### src/rtl/mips_boot_pkg.sv
// Shared types and constants for the MIPS-32 boot/run/dump controller.
package mips_boot_pkg;

    typedef enum logic [2:0] {
        ST_IDLE,
        ST_SEED,
        ST_CLR,
        ST_RUN,
        ST_DUMP,
        ST_DONE
    } boot_state_e;

    localparam logic       LD_SEL_IMEM = 1'b0;
    localparam logic       LD_SEL_RF   = 1'b1;
    localparam logic [5:0] HALT_OPCODE = 6'h3f;

    // The load port is open only while the core is parked.
    function automatic logic ld_open(input boot_state_e s);
        return (s == ST_IDLE) || (s == ST_DONE);
    endfunction

endpackage

### src/rtl/mips_boot_dump.sv
// Register-window dump streamer: walks indices 0..DUMP_N-1 over the
// combinational register read port and presents each word on a valid/ready stream.
module mips_boot_dump
    import mips_boot_pkg::*;
#(
    parameter int DW     = 32,
    parameter int RF_AW  = 5,
    parameter int DUMP_N = 6
) (
    input  logic             clk_i,
    input  logic             rst_i,
    input  logic             active_i,
    input  logic             dump_ready_i,
    input  logic [DW-1:0]    rf_rdata_i,
    output logic [RF_AW-1:0] rf_raddr_o,
    output logic             dump_valid_o,
    output logic [RF_AW-1:0] dump_idx_o,
    output logic [DW-1:0]    dump_data_o,
    output logic             last_hs_o
);

    localparam int            PW        = RF_AW + 1;
    localparam logic [PW-1:0] NUM_WORDS = PW'(DUMP_N);
    localparam logic [PW-1:0] LAST_IDX  = PW'(DUMP_N - 1);

    logic [PW-1:0]    ptr_q, ptr_d;
    logic             valid_q, valid_d;
    logic [RF_AW-1:0] idx_q, idx_d;
    logic [DW-1:0]    data_q, data_d;
    logic             handshake;
    logic             load;

    // ptr_q is the next index to fetch; a new word is captured whenever the
    // output slot is empty or being drained this cycle.
    assign handshake = valid_q && dump_ready_i;
    assign load      = active_i && (ptr_q != NUM_WORDS) && (!valid_q || dump_ready_i);

    always_comb begin
        ptr_d   = ptr_q;
        valid_d = valid_q;
        idx_d   = idx_q;
        data_d  = data_q;
        if (!active_i) begin
            ptr_d   = '0;
            valid_d = 1'b0;
        end else if (load) begin
            ptr_d   = ptr_q + 1'b1;
            valid_d = 1'b1;
            idx_d   = ptr_q[RF_AW-1:0];
            data_d  = rf_rdata_i;
        end else if (handshake) begin
            valid_d = 1'b0;
        end
    end

    always_ff @(posedge clk_i) begin
        if (rst_i) begin
            ptr_q   <= '0;
            valid_q <= 1'b0;
            idx_q   <= '0;
            data_q  <= '0;
        end else begin
            ptr_q   <= ptr_d;
            valid_q <= valid_d;
            idx_q   <= idx_d;
            data_q  <= data_d;
        end
    end

    assign rf_raddr_o   = ptr_q[RF_AW-1:0];
    assign dump_valid_o = valid_q;
    assign dump_idx_o   = idx_q;
    assign dump_data_o  = data_q;
    assign last_hs_o    = handshake && ({1'b0, idx_q} == LAST_IDX);

endmodule

### src/rtl/mips_boot_ctrl.sv
// Boot, run and dump controller for the pipelined MIPS-32 core.
// Optional feature macro: MIPS_BOOT_REGINIT_EN (seeds Rk = k before every run).
module mips_boot_ctrl
    import mips_boot_pkg::*;
#(
    parameter int DW         = 32,
    parameter int AW         = 10,
    parameter int RF_AW      = 5,
    parameter int DUMP_N     = 6,
    parameter int CW         = 16,
    parameter int MAX_CYCLES = 1000
) (
    input  logic             clk1,
    input  logic             rst,
    input  logic             ld_valid,
    output logic             ld_ready,
    input  logic             ld_sel,
    input  logic [AW-1:0]    ld_addr,
    input  logic [DW-1:0]    ld_data,
    input  logic             start,
    output logic             imem_we,
    output logic [AW-1:0]    imem_addr,
    output logic [DW-1:0]    imem_wdata,
    output logic             rf_we,
    output logic [RF_AW-1:0] rf_addr,
    output logic [DW-1:0]    rf_wdata,
    output logic [RF_AW-1:0] rf_raddr,
    input  logic [DW-1:0]    rf_rdata,
    output logic             core_pc_clr,
    output logic             core_run,
    input  logic             core_halted,
    output logic             dump_valid,
    input  logic             dump_ready,
    output logic [RF_AW-1:0] dump_idx,
    output logic [DW-1:0]    dump_data,
    output logic             busy,
    output logic             timeout,
    output logic [CW-1:0]    cycles
);

    boot_state_e   state_q, state_d;
    logic [CW-1:0] cycles_q, cycles_d;
    logic          timeout_q, timeout_d;
    logic          imem_we_q, rf_ld_we_q;
    logic [AW-1:0] ld_addr_q;
    logic [DW-1:0] ld_data_q;
    logic          accept;
    logic          dump_last_hs;
`ifdef MIPS_BOOT_REGINIT_EN
    logic [RF_AW-1:0] seed_q, seed_d;
`endif

    assign ld_ready = ld_open(state_q);
    assign accept   = ld_valid && ld_ready;

    always_comb begin
        state_d   = state_q;
        cycles_d  = cycles_q;
        timeout_d = timeout_q;
        case (state_q)
            ST_IDLE, ST_DONE: begin
                if (start) begin
                    cycles_d  = '0;
                    timeout_d = 1'b0;
`ifdef MIPS_BOOT_REGINIT_EN
                    state_d   = ST_SEED;
`else
                    state_d   = ST_CLR;
`endif
                end
            end
`ifdef MIPS_BOOT_REGINIT_EN
            ST_SEED: if (seed_q == '1) state_d = ST_CLR;
`endif
            ST_CLR:  state_d = ST_RUN;
            ST_RUN: begin
                if (cycles_q != '1) cycles_d = cycles_q + 1'b1;
                // A halt seen in the same cycle as the watchdog limit is a clean halt.
                if (core_halted) begin
                    state_d = ST_DUMP;
                end else if (cycles_d >= CW'(MAX_CYCLES)) begin
                    timeout_d = 1'b1;
                    state_d   = ST_DUMP;
                end
            end
            ST_DUMP: if (dump_last_hs) state_d = ST_DONE;
            default: state_d = ST_IDLE;
        endcase
    end

`ifdef MIPS_BOOT_REGINIT_EN
    assign seed_d = (state_q == ST_SEED) ? seed_q + 1'b1 : '0;
`endif

    always_ff @(posedge clk1) begin
        if (rst) begin
            state_q    <= ST_IDLE;
            cycles_q   <= '0;
            timeout_q  <= 1'b0;
            imem_we_q  <= 1'b0;
            rf_ld_we_q <= 1'b0;
            ld_addr_q  <= '0;
            ld_data_q  <= '0;
`ifdef MIPS_BOOT_REGINIT_EN
            seed_q     <= '0;
`endif
        end else begin
            state_q    <= state_d;
            cycles_q   <= cycles_d;
            timeout_q  <= timeout_d;
            imem_we_q  <= accept && (ld_sel == LD_SEL_IMEM);
            rf_ld_we_q <= accept && (ld_sel == LD_SEL_RF);
            if (accept) begin
                ld_addr_q <= ld_addr;
                ld_data_q <= ld_data;
            end
`ifdef MIPS_BOOT_REGINIT_EN
            seed_q     <= seed_d;
`endif
        end
    end

    assign imem_we    = imem_we_q;
    assign imem_addr  = ld_addr_q;
    assign imem_wdata = ld_data_q;

    always_comb begin
        rf_we    = rf_ld_we_q;
        rf_addr  = ld_addr_q[RF_AW-1:0];
        rf_wdata = ld_data_q;
`ifdef MIPS_BOOT_REGINIT_EN
        if (state_q == ST_SEED) begin
            rf_we    = 1'b1;
            rf_addr  = seed_q;
            rf_wdata = DW'(seed_q);
        end
`endif
    end

    assign core_pc_clr = (state_q == ST_CLR);
    assign core_run    = (state_q == ST_RUN);
    assign busy        = !ld_open(state_q);
    assign timeout     = timeout_q;
    assign cycles      = cycles_q;

    mips_boot_dump #(
        .DW     (DW),
        .RF_AW  (RF_AW),
        .DUMP_N (DUMP_N)
    ) u_dump (
        .clk_i        (clk1),
        .rst_i        (rst),
        .active_i     (state_q == ST_DUMP),
        .dump_ready_i (dump_ready),
        .rf_rdata_i   (rf_rdata),
        .rf_raddr_o   (rf_raddr),
        .dump_valid_o (dump_valid),
        .dump_idx_o   (dump_idx),
        .dump_data_o  (dump_data),
        .last_hs_o    (dump_last_hs)
    );

endmodule
### config.mk
export PLATFORM = sky130hd
export DESIGN_NAME = mips_boot_ctrl
export DESIGN_NICKNAME = d
export VERILOG_FILES = /design/src/rtl/mips_boot_pkg.sv /design/src/rtl/mips_boot_dump.sv /design/src/rtl/mips_boot_ctrl.sv
export SDC_FILE = /design/constraint.sdc
export NUM_CORES = 1
export LEC_CHECK = 0
export CAP_MARGIN = 20
export CORE_MARGIN = 1
export CORE_UTILIZATION = 41
export CTS_CLUSTER_SIZE = 24
export DETAILED_ROUTE_END_ITERATION = 16
export GPL_TIMING_DRIVEN = 0
export PLACE_DENSITY = 0.8
export SYNTH_ARGS = -nofsm -noshare
export SYNTH_HDL_FRONTEND = slang
export SYNTH_SLANG_ARGS = --single-unit
### constraint.sdc
create_clock -name clk1 -period 3.3 [get_ports clk1]
set_input_delay 0.495 -clock clk1 [delete_from_list [all_inputs] [get_ports clk1]]
set_output_delay 0.495 -clock clk1 [all_outputs]
set_load 0.03 [all_outputs]
==> reports/results.ini, run 1 <==
[logic_synthesis]
synth_commonest_cells=174 x nand2_1, 108 x dfxtp_1, 99 x a21oi_1
syn_avg_cell_area_sq_um=7.78
synth_nets=704
netlist_area_sq_mm=0.00482
synth_top_cell_area_share=0.448
ys_seq_elements=108
yosysWarnings=0
synth_edf_count=0
yosysMostFrequentCell=nand2_1
async_reset_ff_frac=0
synth_top_area_cell=dfxtp_1
synthesis.instances=620
ys_seq_area_frac=0.448
synth_cell_type_count=54
synthTopCellsByArea=dfxtp_1 45%, nand2_1 14%, a21oi_1 10%
synth-main-ff-cell=dfxtp_1

[floorplan]
die_area_sq_mm=0.0122
start_util=0.423
fp.dieH_um=110
num_rows=39
core_area_sq_mm=0.0114
num_io_pins=226
die_w_um=110

[setup_path]
cp_top_family=buffers and inverters
cp_num_buf_inv=4
critical_path.max_fanout=10
crit_chain=clkbuf_1, nor2b_1, nand2_1, inv_1, clkbuf_1, clkdlybuf4s50_1
critPathKind=reg -> out
arrival_ns=2.58
regToRegStartpoint=cycles[1]
reg2reg_to=state_q[0]
path_common_cell=clkbuf_1
crit_slowest_cell=clkdlybuf4s50_1
slowest_delay_ns=0.78
r2r_slack_ns=0.44
critPathRequiredTime_ns=2.80
end_kind=primary output
startpoint_type=flop
rr_worst_depth=9

[finish]
fill_cells=978
drive_above_1_share=0.0941
area_growth_pct=56.5
final_core_util=0.661
n_antenna_cell=0
fin_nets=940

[sta]
fin_crit_ns=3.07
rsz0062_at_grt=no
period_share=0.931
final-max-slew-violation-count=0
setup_tns_ns=0
skew_ns=0.00860
tightest_slew_ns=0.624
setup_viol=0
finalHoldViolations=0
max_freq_ghz=0.325
maxSlewHeadroom=0.584

[clocking]
postCtsHoldBufs=0
cts_root_buf=clkbuf_16
cts_tree=done
cts_setup_buffers=0
clock_path_buffers=2
cts-htree-levels=3
cts_buffers=9
ctsResizeCount=0
clk-insertion-delay-late_ns=0.34
clkTransAtPathRegs_ns=0.07
clock-sinks=108

[detailed_routing]
first_pass_iters=4
totalWireLength_mm=15.3
drt-initial-drc-count=342
wl_per_cell_um=15.3
ant_nets=0
remaining_drc_errors=0
via_per_inst=5.13
num_vias=5154

[outcome]
status=finished, final reports clean

[run]
maxCapViolations=0

[power]
power_density_mw_per_mm2=482
ir_worst_vdd_uv=349
power_leakage_nw=2.74

[global_route]
gr-total-overflow=0
grt_use_total=0.250
grt_pass1_wl_mm=25.0
antenna_found_initial=0
grt_pass1_vias=5110
grt_max_degree=18

[placed_design]
place_hpwl_mm=11.7
portBuffers=225
gp_congestion=0.908

[min_path]
hp-class=reg -> reg
worstHoldStart=u_dump.dump_data_o[25]
holdPathStages=2
hold_end=u_dump.dump_data_o[25]

-- state kept, by name, indices dropped and copies added, names as in the netlist --
| signal | count |
|---|---|
| imem_addr | 10 |
| u_dump.ptr_q | 6 |
| rf_we | 1 |
| u_dump.dump_data_o | 32 |
| u_dump.dump_valid_o | 1 |
| imem_wdata | 32 |
| timeout | 1 |
| u_dump.dump_idx_o | 5 |
| state_q | 3 |
| cycles | 16 |
| imem_we | 1 |
-- cell families after synthesis --
group | count (synthesis) | share of synthesized area
AO/OA/AOI/OAI | 135 | 0.157
XOR/XNOR | 6 | 0.0109
buffers and inverters | 90 | 0.106
adder cells (fa/ha/maj) | 3 | 0.00778
multiplexers | 6 | 0.0135
flip-flops | 108 | 0.448
AND/OR/NAND/NOR | 272 | 0.257
-- routing by layer --
metal,vias up,track usage,wire [um]
met5,-,0,0
met4,0,0.105,427
li1,2516,-,-
met3,34,0.0620,1150
met2,218,0.427,7550
met1,2386,0.298,6190
-- metrics by stage --
step	total power [W]	hold slack, ns	setup WS, ns	instances	instance area (sq um)
after detailed placement	0.00260	0.449	0.514	988	7260
after global placement	0.00257	0.442	0.653	988	7260
final	0.00364	0.454	0.227	1004	7550
after CTS	0.00366	0.456	0.259	1004	7550
after floorplan	0.00211	0.480	0.740	620	4820
after global routing	0.00379	0.489	0.122	1004	7550
-- power breakdown --
part | internal (W) | switching [W]
Combinational | 0.000484 | 0.000631
Clock | 0.000588 | 0.000481
Sequential | 0.00139 | 0.0000667
-- layout make-up --
type | count | area, sq um | share of cell area
repair buffers | 225 | 2250 | 0.298
flip-flops and latches | 108 | 2160 | 0.286
multi-input cells | 422 | 2150 | 0.285
plain buffers | 85 | 492 | 0.0651
clock buffers | 10 | 229 | 0.0303
well taps | 143 | 179 | 0.0237
clock inverters | 6 | 65.1 | 0.00862
inverters | 5 | 18.8 | 0.00249
-- placed cells by master (no fill, tap or decap), drive strengths merged, types with 4 or more instances in the layout --
cell	instances
mux2i	5
nand2	174
nor2b	4
clkdlybuf4s50	225
inv	5
dfxtp	108
a22oi	4
nand4	8
o21ai	11
nor3	12
clkbuf	41
nor2	27
xor2	4
a21oi	99
buf	54
nand3	11
and3	6
nor4	5
clkinvlp	4
-- worst register-to-register path: stages (launching register included) --
cell and delay [ns]:
dfxtp_1 0.54, ha_1 0.21, buf_2 0.18, nand4_2 0.27, nor3_1 0.45, mux2i_1 0.22
nor3b_2 0.27, nand4_2 0.19, o21ai_2 0.12, mux2_4 0.31
-- how the worst max path moves through the flow --
stage	from	endpoint	slack, ns	cells after the start
floorplan	cycles[1]	state_q[0]	0.74	9
finish	state_q[2]	core_run	0.23	6
CTS	state_q[2]	core_run	0.26	6
global route	state_q[2]	core_run	0.12	6
detailed placement	cycles[1]	state_q[0]	0.51	9
global placement	cycles[1]	state_q[0]	0.65	9
Power figures use the tool's default switching activity.
==> inputs of run 2 (changes only) <==
--- a/config.mk
+++ b/config.mk
@@ -8,7 +8,7 @@
 export CAP_MARGIN = 20
 export CORE_MARGIN = 1
 export CORE_UTILIZATION = 41
-export CTS_CLUSTER_SIZE = 24
+export CTS_CLUSTER_SIZE = 14
 export DETAILED_ROUTE_END_ITERATION = 16
 export GPL_TIMING_DRIVEN = 0
 export PLACE_DENSITY = 0.8
==> results of run 2 <==
The final DEF is identical to that of run 1; final timing and power are the same.
